==> config.mk <==
export PLATFORM = sky130hd
export DESIGN_NAME = randomizer_ctrl_flat
export DESIGN_NICKNAME = d
export VERILOG_FILES = /design/src/rtl/randomizer_ctrl_pkg.sv /design/src/rtl/randomizer_ctrl_if.sv /design/src/rtl/randomizer_ctrl_pack.sv /design/src/rtl/randomizer_ctrl.sv /design/src/flat_wrapper.sv
export SDC_FILE = /design/constraint.sdc
export NUM_CORES = 1
export LEC_CHECK = 0
export ABC_AREA = 0
export ABC_CLOCK_PERIOD_IN_PS = 4400
export CAP_MARGIN = 20
export CELL_PAD_IN_SITES_DETAIL_PLACEMENT = 0
export CELL_PAD_IN_SITES_GLOBAL_PLACEMENT = 1
export CORE_ASPECT_RATIO = 0.5
export CORE_MARGIN = 10
export CORE_UTILIZATION = 47
export CTS_BUF_LIST = sky130_fd_sc_hd__clkbuf_8
export CTS_CLUSTER_SIZE = 24
export DETAILED_ROUTE_END_ITERATION = 6
export HOLD_SLACK_MARGIN = 0.12
export PLACE_DENSITY_LB_ADDON = 0.1
export REMOVE_ABC_BUFFERS = 1
export SYNTH_ARGS = -nofsm -noshare
export SYNTH_HDL_FRONTEND = slang
export SYNTH_SLANG_ARGS = --single-unit
==> constraint.sdc <==
create_clock -name clk -period 4.4 [get_ports clk]
set_input_delay 1.1 -clock clk [delete_from_list [all_inputs] [get_ports clk]]
set_output_delay 1.1 -clock clk [all_outputs]
set_load 0.02 [all_outputs]
==> src/rtl/randomizer_ctrl_pkg.sv <==
// Shared types and constants for the 802.16 OFDM randomizer burst sequencer.
package randomizer_pkg;

    localparam int IV_W = 15;

    typedef enum logic [1:0] {
        IDLE,
        LOAD,
        SHIFT,
        DRAIN
    } state_t;

    localparam logic [7:0]      PAD_BYTE        = 8'hFF;
    localparam logic [IV_W-1:0] RAND_IV_DEFAULT = 15'h3715;

endpackage

==> src/rtl/randomizer_ctrl_if.sv <==
// Descriptor, byte-stream, randomizer and FEC-side signals of the sequencer.
// pad_inserted exists only when RANDCTRL_PAD_EN is defined.
interface randomizer_ctrl_if #(
    parameter int LEN_W = 11
);
    import randomizer_pkg::*;

    logic             burst_start;
    logic [LEN_W-1:0] burst_len;
    logic [IV_W-1:0]  burst_iv;
    logic             burst_ready;
    logic             burst_done;
    logic [7:0]       byte_data;
    logic             byte_valid;
    logic             byte_ready;
    logic [IV_W-1:0]  rand_iv;
    logic             reload;
    logic             rnd_in_bit;
    logic             rnd_in_valid;
    logic             rnd_out_bit;
    logic             rnd_out_valid;
    logic [7:0]       out_data;
    logic             out_valid;
    logic             out_last;
`ifdef RANDCTRL_PAD_EN
    logic             pad_inserted;
`endif

    modport slave (
        input  burst_start, burst_len, burst_iv, byte_data, byte_valid,
               rnd_out_bit, rnd_out_valid,
        output burst_ready, burst_done, byte_ready, rand_iv, reload,
               rnd_in_bit, rnd_in_valid, out_data, out_valid, out_last
`ifdef RANDCTRL_PAD_EN
        , output pad_inserted
`endif
    );

    modport master (
        output burst_start, burst_len, burst_iv, byte_data, byte_valid,
               rnd_out_bit, rnd_out_valid,
        input  burst_ready, burst_done, byte_ready, rand_iv, reload,
               rnd_in_bit, rnd_in_valid, out_data, out_valid, out_last
`ifdef RANDCTRL_PAD_EN
        , input pad_inserted
`endif
    );

endinterface

==> src/rtl/randomizer_ctrl_pack.sv <==
// Repacks randomized bits MSB-first into bytes, counting bytes per burst
// so the sequencer can flag the last one and know when the burst has drained.
module randomizer_ctrl_pack
    import randomizer_pkg::*;
#(
    parameter int LEN_W = 11
) (
    input  logic             clk,
    input  logic             reset,
    input  logic             clear_i,
    input  logic             bit_i,
    input  logic             valid_i,
    input  logic [LEN_W-1:0] len_i,
    output logic [7:0]       data_o,
    output logic             valid_o,
    output logic             last_o,
    output logic [LEN_W-1:0] count_o
);

    logic [7:0]       shreg_q, shreg_d;
    logic [2:0]       bits_q, bits_d;
    logic [7:0]       data_q, data_d;
    logic             valid_q, valid_d;
    logic             last_q, last_d;
    logic [LEN_W-1:0] count_q, count_d;

    always_ff @(posedge clk or posedge reset) begin
        if (reset) begin
            shreg_q <= '0;
            bits_q  <= '0;
            data_q  <= '0;
            valid_q <= 1'b0;
            last_q  <= 1'b0;
            count_q <= '0;
        end else begin
            shreg_q <= shreg_d;
            bits_q  <= bits_d;
            data_q  <= data_d;
            valid_q <= valid_d;
            last_q  <= last_d;
            count_q <= count_d;
        end
    end

    // Clear happens during the reload cycle, before any bit of the new burst.
    always_comb begin
        shreg_d = shreg_q;
        bits_d  = bits_q;
        data_d  = data_q;
        valid_d = 1'b0;
        last_d  = 1'b0;
        count_d = count_q;
        if (clear_i) begin
            shreg_d = '0;
            bits_d  = '0;
            count_d = '0;
        end else if (valid_i) begin
            shreg_d = {shreg_q[6:0], bit_i};
            bits_d  = bits_q + 3'd1;
            if (bits_q == 3'd7) begin
                data_d  = {shreg_q[6:0], bit_i};
                valid_d = 1'b1;
                count_d = count_q + LEN_W'(1);
                last_d  = ((count_q + LEN_W'(1)) == len_i);
            end
        end
    end

    assign data_o  = data_q;
    assign valid_o = valid_q;
    assign last_o  = last_q;
    assign count_o = count_q;

endmodule

==> src/rtl/randomizer_ctrl.sv <==
// Burst sequencer for the 802.16 OFDM randomizer: reload IV, serialize bytes
// MSB-first at one bit per clock, then wait for the packer to drain.
// Optional pad insertion after PAD_TIMEOUT idle cycles: define RANDCTRL_PAD_EN.
module randomizer_ctrl
    import randomizer_pkg::*;
#(
    parameter int LEN_W = 11
`ifdef RANDCTRL_PAD_EN
    , parameter int PAD_TIMEOUT = 16
`endif
) (
    input logic              clk,
    input logic              reset,
    randomizer_ctrl_if.slave bus
);

    state_t           state_q, state_d;
    logic [LEN_W-1:0] len_q, len_d;
    logic [IV_W-1:0]  iv_q, iv_d;
    logic [7:0]       shreg_q, shreg_d;
    logic [3:0]       bitCnt_q, bitCnt_d;
    logic [LEN_W-1:0] acc_q, acc_d;
    logic             byteReady, rndValid, done;
    logic             packValid;
    logic [LEN_W-1:0] packCount;
`ifdef RANDCTRL_PAD_EN
    localparam int IDLE_W = (PAD_TIMEOUT > 1) ? $clog2(PAD_TIMEOUT) : 1;
    logic [IDLE_W-1:0] idle_q, idle_d;
    logic              padFire;
`endif

    always_ff @(posedge clk or posedge reset) begin
        if (reset) begin
            state_q  <= IDLE;
            len_q    <= '0;
            iv_q     <= '0;
            shreg_q  <= '0;
            bitCnt_q <= '0;
            acc_q    <= '0;
`ifdef RANDCTRL_PAD_EN
            idle_q   <= '0;
`endif
        end else begin
            state_q  <= state_d;
            len_q    <= len_d;
            iv_q     <= iv_d;
            shreg_q  <= shreg_d;
            bitCnt_q <= bitCnt_d;
            acc_q    <= acc_d;
`ifdef RANDCTRL_PAD_EN
            idle_q   <= idle_d;
`endif
        end
    end

    // A new byte may load while the last bit of the previous one is still
    // on the wire, which keeps back-to-back bytes bubble-free.
    always_comb begin
        state_d   = state_q;
        len_d     = len_q;
        iv_d      = iv_q;
        shreg_d   = shreg_q;
        bitCnt_d  = bitCnt_q;
        acc_d     = acc_q;
        byteReady = 1'b0;
        done      = 1'b0;
        rndValid  = (state_q == SHIFT) && (bitCnt_q != 4'd0);
`ifdef RANDCTRL_PAD_EN
        idle_d    = '0;
        padFire   = 1'b0;
`endif
        if (rndValid) begin
            shreg_d  = {shreg_q[6:0], 1'b0};
            bitCnt_d = bitCnt_q - 4'd1;
        end
        case (state_q)
            IDLE: begin
                if (bus.burst_start && (bus.burst_len != '0)) begin
                    len_d   = bus.burst_len;
                    iv_d    = bus.burst_iv;
                    acc_d   = '0;
                    state_d = LOAD;
                end
            end
            LOAD: state_d = SHIFT;
            SHIFT: begin
                byteReady = (acc_q != len_q) && (bitCnt_q <= 4'd1);
                if (byteReady && bus.byte_valid) begin
                    shreg_d  = bus.byte_data;
                    bitCnt_d = 4'd8;
                    acc_d    = acc_q + LEN_W'(1);
                end
`ifdef RANDCTRL_PAD_EN
                else if ((bitCnt_q == 4'd0) && (acc_q != len_q)) begin
                    if (idle_q == IDLE_W'(PAD_TIMEOUT - 1)) begin
                        padFire  = 1'b1;
                        shreg_d  = PAD_BYTE;
                        bitCnt_d = 4'd8;
                        acc_d    = acc_q + LEN_W'(1);
                    end else begin
                        idle_d = idle_q + IDLE_W'(1);
                    end
                end
`endif
                if ((acc_q == len_q) && (bitCnt_q == 4'd1)) state_d = DRAIN;
            end
            DRAIN: begin
                if ((packCount == len_q) && !packValid) begin
                    done    = 1'b1;
                    state_d = IDLE;
                end
            end
            default: state_d = IDLE;
        endcase
    end

    randomizer_ctrl_pack #(.LEN_W(LEN_W)) u_pack (
        .clk     (clk),
        .reset   (reset),
        .clear_i (state_q == LOAD),
        .bit_i   (bus.rnd_out_bit),
        .valid_i (bus.rnd_out_valid),
        .len_i   (len_q),
        .data_o  (bus.out_data),
        .valid_o (packValid),
        .last_o  (bus.out_last),
        .count_o (packCount)
    );

    assign bus.out_valid    = packValid;
    assign bus.burst_ready  = (state_q == IDLE);
    assign bus.burst_done   = done;
    assign bus.byte_ready   = byteReady;
    assign bus.rand_iv      = iv_q;
    assign bus.reload       = (state_q == LOAD);
    assign bus.rnd_in_bit   = rndValid & shreg_q[7];
    assign bus.rnd_in_valid = rndValid;
`ifdef RANDCTRL_PAD_EN
    assign bus.pad_inserted = padFire;
`endif

endmodule
==> src/flat_wrapper.sv <==
// flat-port wrapper written by rule: the top's interface ports become plain ports
module randomizer_ctrl_flat import randomizer_pkg::*;
#(
    parameter int LEN_W = 11

)
  (clk, reset, bus_burst_start, bus_burst_len, bus_burst_iv, bus_byte_data, bus_byte_valid, bus_rnd_out_bit, bus_rnd_out_valid, bus_burst_ready, bus_burst_done, bus_byte_ready, bus_rand_iv, bus_reload, bus_rnd_in_bit, bus_rnd_in_valid, bus_out_data, bus_out_valid, bus_out_last);
  randomizer_ctrl_if #(.LEN_W(LEN_W)) bus_i ();
  input logic clk;
  input logic reset;
  input wire logic [$bits(bus_i.burst_start)-1:0] bus_burst_start;
  input wire logic [$bits(bus_i.burst_len)-1:0] bus_burst_len;
  input wire logic [$bits(bus_i.burst_iv)-1:0] bus_burst_iv;
  input wire logic [$bits(bus_i.byte_data)-1:0] bus_byte_data;
  input wire logic [$bits(bus_i.byte_valid)-1:0] bus_byte_valid;
  input wire logic [$bits(bus_i.rnd_out_bit)-1:0] bus_rnd_out_bit;
  input wire logic [$bits(bus_i.rnd_out_valid)-1:0] bus_rnd_out_valid;
  output wire logic [$bits(bus_i.burst_ready)-1:0] bus_burst_ready;
  output wire logic [$bits(bus_i.burst_done)-1:0] bus_burst_done;
  output wire logic [$bits(bus_i.byte_ready)-1:0] bus_byte_ready;
  output wire logic [$bits(bus_i.rand_iv)-1:0] bus_rand_iv;
  output wire logic [$bits(bus_i.reload)-1:0] bus_reload;
  output wire logic [$bits(bus_i.rnd_in_bit)-1:0] bus_rnd_in_bit;
  output wire logic [$bits(bus_i.rnd_in_valid)-1:0] bus_rnd_in_valid;
  output wire logic [$bits(bus_i.out_data)-1:0] bus_out_data;
  output wire logic [$bits(bus_i.out_valid)-1:0] bus_out_valid;
  output wire logic [$bits(bus_i.out_last)-1:0] bus_out_last;
  assign bus_i.burst_start = bus_burst_start;
  assign bus_i.burst_len = bus_burst_len;
  assign bus_i.burst_iv = bus_burst_iv;
  assign bus_i.byte_data = bus_byte_data;
  assign bus_i.byte_valid = bus_byte_valid;
  assign bus_i.rnd_out_bit = bus_rnd_out_bit;
  assign bus_i.rnd_out_valid = bus_rnd_out_valid;
  assign bus_burst_ready = bus_i.burst_ready;
  assign bus_burst_done = bus_i.burst_done;
  assign bus_byte_ready = bus_i.byte_ready;
  assign bus_rand_iv = bus_i.rand_iv;
  assign bus_reload = bus_i.reload;
  assign bus_rnd_in_bit = bus_i.rnd_in_bit;
  assign bus_rnd_in_valid = bus_i.rnd_in_valid;
  assign bus_out_data = bus_i.out_data;
  assign bus_out_valid = bus_i.out_valid;
  assign bus_out_last = bus_i.out_last;
  randomizer_ctrl #(.LEN_W(LEN_W)) u_core (.clk(clk), .reset(reset), .bus(bus_i));
endmodule
==> run_results.csv <==
group,metric,value,unit
grt,grt_max_degree,43,
timing,slew_headroom,40.1,%
worst_setup_path,path_max_fanout,28,
placement,dpl_cell_area,5060,µm²
routing,post_drt_wl_per_cell,17.5,µm
cts,cts_buffers,9,
cts,clockBufferDepth,2,
cts,post_cts_buffers,0,
hold_path,hold_class,"flop to flop",
routing,drc,0,
worst_setup_path,cp_slowest_cell,"clkdlybuf4s50_1",
placement,hpwl,7.61,mm
routing,wl,10.2,mm
logic_synthesis,synth_edf_count,0,
worst_setup_path,crit_path_max_incr_delay,0.64,ns
cts,htreeDepth,3,
die,row_count,24,
timing,finalClockSkew,0.00652,ns
timing,rsz0062_at_grt,"false",
worst_setup_path,critPathTopFamily,"buffers and inverters",
timing,maxSlewViolCount,0,
cts,clk_latency,0.36,ns
logic_synthesis,ys_async_sr_fraction,100,%
routing,drt_iter0_drc,171,
cells_and_area,num-nets-final,514,
timing,setup_viol,0,
placement,numPortBuffers,70,
grt,grt_usage,15.9,%
timing,tns,0,ns
cts,cts_tree,"done",
logic_synthesis,netlist_area,4280,µm²
cells_and_area,n_antenna_cell,0,
die,die_y,87.4,µm
logic_synthesis,ys.flop_type,"dfrtp_1",
grt,grt_pass1_vias,3446,
cts,clkSinkCount,82,
cells_and_area,syn2layout_area_growth,23.2,%
logic_synthesis,postSynthAreaPerCell,10.8,µm²
cts,ctsHoldBuffers,0,
worst_setup_path,cp-start-kind,"flop",
worst_setup_path,critPathCaptureType,"output port",
power_and_ir_drop,p_leak,2.34,nW
grt,antenna_found_initial,0,
timing,min_period,3.77,ns
status,status,"finished clean",
timing,hold_viol,0,
logic_synthesis,yosysSeqAreaShare,48.0,%
die,io_pins,71,
die,die_x,155,µm
worst_setup_path,critical_path_class,"flop to output port",
grt,grt_overflow_total,0,
worst_setup_path,crit_buf_inv,3,
logic_synthesis,yosysUniqueCellTypes,56,
routing,drt_first_pass_iters,4,
logic_synthesis,synth_seq_cells,82,
timing,fmax,266,MHz
worst_setup_path,worstPathArrival,2.67,ns
worst_setup_path,required,3.30,ns
worst_setup_path,path_cells,"inv_1 -> ha_1 -> buf_4 -> nand2_1 -> nor2_1 -> clkdlybuf4s50_1",
cts,path_clk_slew,0.08,ns
timing,worstMarginPinSlew,0.897,ns
flow_run,cap_violations,0,
logic_synthesis,yosysWarnings,0,
cells_and_area,design_area,5270,µm²
grt,grt_first_pass_wirelength,17.3,mm
power_and_ir_drop,ir_worst_vdd,0.305,mV
routing,ant_nets,0,
die,initial_core_util,48.8,%
cells_and_area,drive_above_1_share,9.40,%
cts,cts_resized,0,
routing,vias,3170,
die,die-area,13500,µm²
placement,place_congestion,0.806,
die,core-area,8770,µm²
routing,viasPerCell,5.42,
timing,fin_crit_sh,85.6,%
logic_synthesis,syn_inst,396,
cts,root_buffer,"clkbuf_8",
power_and_ir_drop,p_per_area,428,nW/µm²
## cell usage in the layout (no fill, tap or decap), types with 11 or more instances in the layout
master,instances
clkbuf_8,11
mux2i_1,17
mux2_1,21
xnor2_1,28
ha_1,11
o21ai_0,20
a21oi_1,11
nand3_1,12
clkdlybuf4s50_1,70
dfrtp_1,82
nor2_1,29
mux2_2,14
nand2_1,27
## per-layer routing
metal  track usage [%]  vias to the layer above  wire length [µm]
met1              18.6                     1580              4580
met4              4.35                        0                68
met3              5.23                        6               402
met2              27.6                       48              5190
met5                 0                        -                 0
li1                  -                     1536                 -
## flip-flops by register name, indices dropped and copies added, names as in the netlist
name                   count
u_core.acc_q              11
u_core.bitCnt_q            4
u_core.bus.rand_iv        15
u_core.len_q              11
u_core.shreg_q             8
u_core.state_q             2
u_core.u_pack.bits_q       3
u_core.u_pack.count_o     11
u_core.u_pack.data_o       8
u_core.u_pack.last_o       1
u_core.u_pack.shreg_q      7
u_core.u_pack.valid_o      1
## metrics by stage
stage          std cells  worst slack (ns)  utilization [%]  hold slack (ns)  power (mW)
2_1_floorplan        376              1.19                -            0.479        1.43
3_3_place_gp         569              1.02             57.7            0.473        1.66
3_5_place_dp         569             0.962             57.7            0.480        1.70
4_1_cts              585             0.607             60.1            0.503        2.29
5_1_grt              585             0.439             60.1            0.520        2.40
6_report             585             0.634             60.1            0.500        2.25
## cell type report
| cell class | instances | area, µm² |
|---|---|---|
| Clock inverter | 5 | 53.8 |
| Multi-Input combinational cell | 284 | 2080 |
| Tap cell | 117 | 146 |
| Clock buffer | 11 | 151 |
| Timing Repair Buffer | 76 | 746 |
| Sequential cell | 82 | 2050 |
| Fill cell | 757 | 3500 |
| Inverter | 10 | 37.5 |
## path summary, 6_finish.rpt
check,from,to,slack [ns],cells after the start
min in group asynchronous,reset,u_core.bus.rand_iv[9],1.25,2
max reg2reg,u_core.bitCnt_q[0],u_core.acc_q[4],1.95,7
max,u_core.state_q[0],bus_rnd_in_bit,0.63,6
max in group asynchronous,reset,u_core.u_pack.shreg_q[3],2.30,3
min reg2reg,u_core.bus.rand_iv[10],u_core.bus.rand_iv[10],0.50,1
min,u_core.bus.rand_iv[10],u_core.bus.rand_iv[10],0.50,1
## logic make-up (layout without fill, tap and decap cells)
kind of cell    Yosys count  count (layout)  synth area share [%]
simple gates            127             127                  15.6
flops                    82              82                  48.0
compound gates           56              56                  8.81
mux                      52              52                  13.2
xor+xnor                 38              38                  7.78
buf+inv                  30             102                  3.37
fa+ha+maj                11              11                  3.22
## Yosys cell counts, types with 9 or more instances
library cell | n | area, µm²
dfrtp_1 | 82 | 2050
nor2_1 | 29 | 109
xnor2_1 | 28 | 245
nand2_1 | 27 | 101
mux2_1 | 21 | 236
o21ai_0 | 20 | 100
mux2i_1 | 17 | 170
mux2_2 | 14 | 158
nand3_1 | 12 | 60.1
a21oi_1 | 11 | 55.1
clkbuf_1 | 11 | 41.3
ha_1 | 11 | 138
inv_1 | 10 | 37.5
xor2_1 | 10 | 87.6
nand4_1 | 9 | 56.3
## report_power, final
part           internal [mW]  switching (mW)  total [mW]
registers              0.893           0.120        1.01
logic                  0.326           0.345       0.671
clock network          0.290           0.280       0.570
total                   1.51           0.745        2.25
(Power assumes the default switching activity.)
